`config.mk`:
```
export PLATFORM = sky130hd
export DESIGN_NAME = hex_segment_reader
export DESIGN_NICKNAME = d
export VERILOG_FILES = /design/src/rtl/hex_segment_reader.sv
export SDC_FILE = /design/constraint.sdc
export NUM_CORES = 1
export LEC_CHECK = 0
export BUFFER_PORTS_ARGS = -buffer_cell sky130_fd_sc_hd__buf_2
export CORE_UTILIZATION = 51
export CTS_BUF_LIST = sky130_fd_sc_hd__clkbuf_16
export CTS_CLUSTER_SIZE = 20
export DETAILED_ROUTE_END_ITERATION = 7
export PLACE_DENSITY = 0.78
export SLEW_MARGIN = 15
export SYNTH_ARGS = -nofsm -noshare
export SYNTH_HDL_FRONTEND = slang
export SYNTH_SLANG_ARGS = --single-unit
export TNS_END_PERCENT = 50
```
`constraint.sdc`:
```
create_clock -name clock -period 1.8 [get_ports clock]
set_input_delay 0.09 -clock clock [delete_from_list [all_inputs] [get_ports clock]]
set_output_delay 0.09 -clock clock [all_outputs]
set_load 0.1 [all_outputs]
```
`src/rtl/hex_segment_reader.sv`:
```
// hex_segment_reader: collects DIGITS active-low 7-segment patterns, decodes
// each to a hex nibble and offers the assembled frame downstream with a
// sticky error flag for unrecognised patterns.
// Optional build macro HEX_SEGMENT_READER_BLANK_EN: accept the all-off
// pattern 7F as nibble 0 without flagging an error.
module hex_segment_reader #(
  parameter int DIGITS = 6
) (
  input  logic                  clock,
  input  logic                  reset,
  input  logic [6:0]            seg_in,
  input  logic                  seg_valid,
  output logic                  seg_ready,
  output logic [4*DIGITS-1:0]   value,
  output logic                  value_valid,
  input  logic                  out_ready,
  output logic                  error,
  output logic [2:0]            digit_count
);

  typedef enum logic {
    COLLECT = 1'b0,
    HOLD    = 1'b1
  } state_t;

  state_t                state_q, state_d;
  logic [4*DIGITS-1:0]   value_q, value_d;
  logic                  error_q, error_d;
  logic [2:0]            count_q, count_d;
  logic [4:0]            decoded;

  // Returns {unrecognised, nibble}; unknown patterns decode to nibble 0.
  function automatic logic [4:0] decode_seg(input logic [6:0] pat);
    logic [4:0] r;
    case (pat)
      7'h40: r = 5'h00;
      7'h79: r = 5'h01;
      7'h24: r = 5'h02;
      7'h30: r = 5'h03;
      7'h19: r = 5'h04;
      7'h12: r = 5'h05;
      7'h02: r = 5'h06;
      7'h78: r = 5'h07;
      7'h00: r = 5'h08;
      7'h10: r = 5'h09;
      7'h08: r = 5'h0A;
      7'h03: r = 5'h0B;
      7'h46: r = 5'h0C;
      7'h21: r = 5'h0D;
      7'h06: r = 5'h0E;
      7'h0E: r = 5'h0F;
`ifdef HEX_SEGMENT_READER_BLANK_EN
      7'h7F: r = 5'h00;
`endif
      default: r = 5'h10;
    endcase
    return r;
  endfunction

  assign decoded = decode_seg(seg_in);

  // State register; reset wins over any accept or release on the same edge.
  always_ff @(posedge clock) begin
    if (reset) begin
      state_q <= COLLECT;
      value_q <= '0;
      error_q <= 1'b0;
      count_q <= 3'd0;
    end else begin
      state_q <= state_d;
      value_q <= value_d;
      error_q <= error_d;
      count_q <= count_d;
    end
  end

  // Next-state logic: collect digits into nibble slots, then hold until released.
  always_comb begin
    state_d     = state_q;
    value_d     = value_q;
    error_d     = error_q;
    count_d     = count_q;
    seg_ready   = (state_q == COLLECT);
    value_valid = (state_q == HOLD);
    case (state_q)
      COLLECT: begin
        if (seg_valid) begin
          for (int i = 0; i < DIGITS; i++) begin
            if (count_q == 3'(i)) value_d[4*i +: 4] = decoded[3:0];
          end
          error_d = error_q | decoded[4];
          count_d = count_q + 3'd1;
          if (count_q == 3'(DIGITS - 1)) state_d = HOLD;
        end
      end
      HOLD: begin
        // Release edge never accepts a digit: seg_ready is low in HOLD.
        if (out_ready) begin
          state_d = COLLECT;
          value_d = '0;
          error_d = 1'b0;
          count_d = 3'd0;
        end
      end
      default: state_d = COLLECT;
    endcase
  end

  assign value       = value_q;
  assign error       = error_q;
  assign digit_count = count_q;

endmodule

```
==> reports/qor.txt <==
Total Die Area - 3050 sq um
Synth Instances - 169
type of element launching the critical path - flop
residual antenna-violating net count after detailed routing - 0
number of cells on the worst hold path - 2
launch instance of the worst register-to-register path - value_valid
power density of the placed cells - 912 nW/um^2
minimum clock period - 1.44 ns
dominant register cell in the synthesized netlist - sky130_fd_sc_hd__dfxtp_1
top cell type by total area after synthesis - sky130_fd_sc_hd__dfxtp_1
Die W - 55.2 um
reg-to-reg endpoint - value[8]
total count of max-transition violations in the final report - 0
number of H-tree branching levels - 2
clock-pin slew reported for the worst setup and hold paths after clock tree synthesis - 0.05 ns
height of the die - 55.2 um
post-synthesis cell type count - 40
ratio of routed vias to standard cells - 6.14
total iterations of the first detailed-routing run - 5
number of endpoints with negative hold slack in the final report - 0
DR WL/cell - 15.4 um
result of the run - completed
maximum clock path buffer count - 2
Max IR drop VDD - 0.846 mV
number of warnings reported in the yosys synthesis log - 0
hold path startpoint - reset
maximum clock skew at final layout - 0.00273 ns
sum of negative setup slack - 0 ns
starting density of the core - 0.563
RSZ-0062 raised after global routing - false
pre-CTS setup slack - 0.118 ns
R2R setup slack - 0.36 ns
largest net degree at the start of global routing - 16
worst-skew pair later-pin latency - 0.27 ns
filler cell count in the final layout - 201
endpoint class of the critical path - flop
number of setup violations in the final report - 0
via count of the first global-routing pass - 1369
TritonCTS clock tree - built
placed wire-length estimate after detailed placement - 2740 um
leakage component of the power - 0.000792 uW
site row count - 18
wirelength, routed - 3680 um
hold-fix buffers at CTS - 0
cts repair resizes - 0
Ant. Diodes - 0
number of enable-type register cells in the synthesized netlist - 0
max-capacitance violation count - 0
grt total ovfl - 0
Iter 0 DRT Violations - 57
share of the cycle needed by the critical path after routing - 0.799
overall global routing resource usage - 0.263
total I/O pin count - 41
HP Class - in -> reg
endpoint of the worst hold-timing path - digit_count[2]
Synth-to-Final Area Change - 23.6%
DRC viols - 0
critical path class - reg -> reg
highest achievable clock rate - 696 MHz
fraction of final layout cells sized beyond drive strength 1 - 0.278
sequential share of the synthesized area - 0.402
maximum fanout count along the critical path - 8
number of antenna violations at the first check in global routing - 0
count of input and output buffers - 40
Via Count - 1468
cell area after synthesis - 1450 sq um
number of flip-flops and latches in the synthesized netlist - 29
first-pass GRT wire length - 6390 um
Slew headroom - 0.674
critical path required time - 1.99 ns
Num CTS Buffers - 5
mean instance size in the synthesized netlist - 8.55 sq um
ys async rst share - 0
final setup margin - 0.363 ns
number of nets at the end of the flow - 225
share of the synthesized area in the top cell type - 0.402
number of nets in the synthesized netlist - 185
count of clock tree sinks - 29
number of setup buffers added after CTS - 0
r2r worst-path depth - 5
clock tree root driver cell - sky130_fd_sc_hd__clkbuf_16
global placement routability congestion - 1.02
most area-consuming cells after synthesis - sky130_fd_sc_hd__dfxtp_1, sky130_fd_sc_hd__a32o_1, sky130_fd_sc_hd__nand2_1
arrival time of the worst setup path - 1.63 ns
slew at the pin closest to its max-slew limit - 0.492 ns
floorplan core area - 2570 sq um
critical path, stage by stage (launching register included):
cell and delay, ns:
sky130_fd_sc_hd__dfxtp_2 0.36, sky130_fd_sc_hd__nand2b_1 0.23, sky130_fd_sc_hd__nor2_1 0.24, sky130_fd_sc_hd__nand2_1 0.10
sky130_fd_sc_hd__or2_2 0.28, sky130_fd_sc_hd__o21ai_0 0.16
logic make-up (layout without fill, tap and decap cells):
family / Yosys count / count (layout) / synth area share
AND/OR/NAND/NOR: 66 / 66 / 0.234
AO/OA/AOI/OAI: 54 / 54 / 0.267
flip-flops: 29 / 29 / 0.402
buffers and inverters: 15 / 55 / 0.0545
adder cells (fa/ha/maj): 5 / 5 / 0.0433
area by class of cell:
class                   count  area (sq um)  share of cell area
clock buffers               5           125              0.0700
inverters                   4          15.0             0.00840
well taps                  30          37.5              0.0210
multi-input cells         125           786               0.440
flip-flops and latches     29           586               0.328
repair buffers             44           230               0.129
clock inverters             2          7.51             0.00420
state kept, by name, indices dropped and copies added, names as in the netlist:
name and count:
error 1, value 24, digit_count 3, value_valid 1
through the flow:
| stage | util | cells | instance area, sq um | hold slack (ns) | total power, uW |
|---|---|---|---|---|---|
| after floorplan | - | 169 | 1450 | 0.278 | 848 |
| after global placement | 0.644 | 232 | 1650 | 0.402 | 891 |
| after detailed placement | 0.644 | 232 | 1650 | 0.410 | 898 |
| after CTS | 0.696 | 239 | 1790 | 0.135 | 1640 |
| after global routing | 0.696 | 239 | 1790 | 0.156 | 1690 |
| final | 0.696 | 239 | 1790 | 0.139 | 1630 |
power by group:
group	internal [uW]	leakage, uW	switching (uW)
combinational	58.5	0.000487	168
clock	490	0.0000685	249
sequential	654	0.000236	8.81
cell usage after synthesis, drive strengths merged (3+ instances only):
cell type and count:
inv 4, a32o 8, nand2b 6, a22o 6, nand2 21, and3b 3, nor2 14, ha 5
nor2b 3, a21oi 11, buf 6, o21ai 16, nor3 3, clkbuf 5, dfxtp 29, nand3 4
placed cells by master (no fill, tap or decap), types with 6 or more instances in the layout:
cell type and n:
sky130_fd_sc_hd__nor2_1 14, sky130_fd_sc_hd__o21ai_1 6, sky130_fd_sc_hd__o21ai_0 10, sky130_fd_sc_hd__a22o_1 6
sky130_fd_sc_hd__dfxtp_1 25, sky130_fd_sc_hd__buf_2 40, sky130_fd_sc_hd__nand2_1 21, sky130_fd_sc_hd__nand2b_1 6
sky130_fd_sc_hd__a32o_1 8, sky130_fd_sc_hd__a21oi_1 10
metal layers:
layer | GRT usage | routed length (um)
met3 | 0.0749 | 356
met5 | 0 | 0
met1 | 0.355 | 1630
met2 | 0.408 | 1640
met4 | 0.0786 | 55
how the worst max path moves through the flow:
| stage | from | endpoint | slack, ns | depth (start not counted) |
|---|---|---|---|---|
| CTS | value_valid | value[8] | 0.38 | 5 |
| global route | value_valid | value[8] | 0.19 | 5 |
| floorplan | digit_count[2] | value[15] | 0.12 | 6 |
| detailed placement | seg_in[3] | error | 0.12 | 5 |
| global placement | seg_in[3] | error | 0.16 | 5 |
| finish | value_valid | value[8] | 0.36 | 5 |
Power figures use the tool's default switching activity.
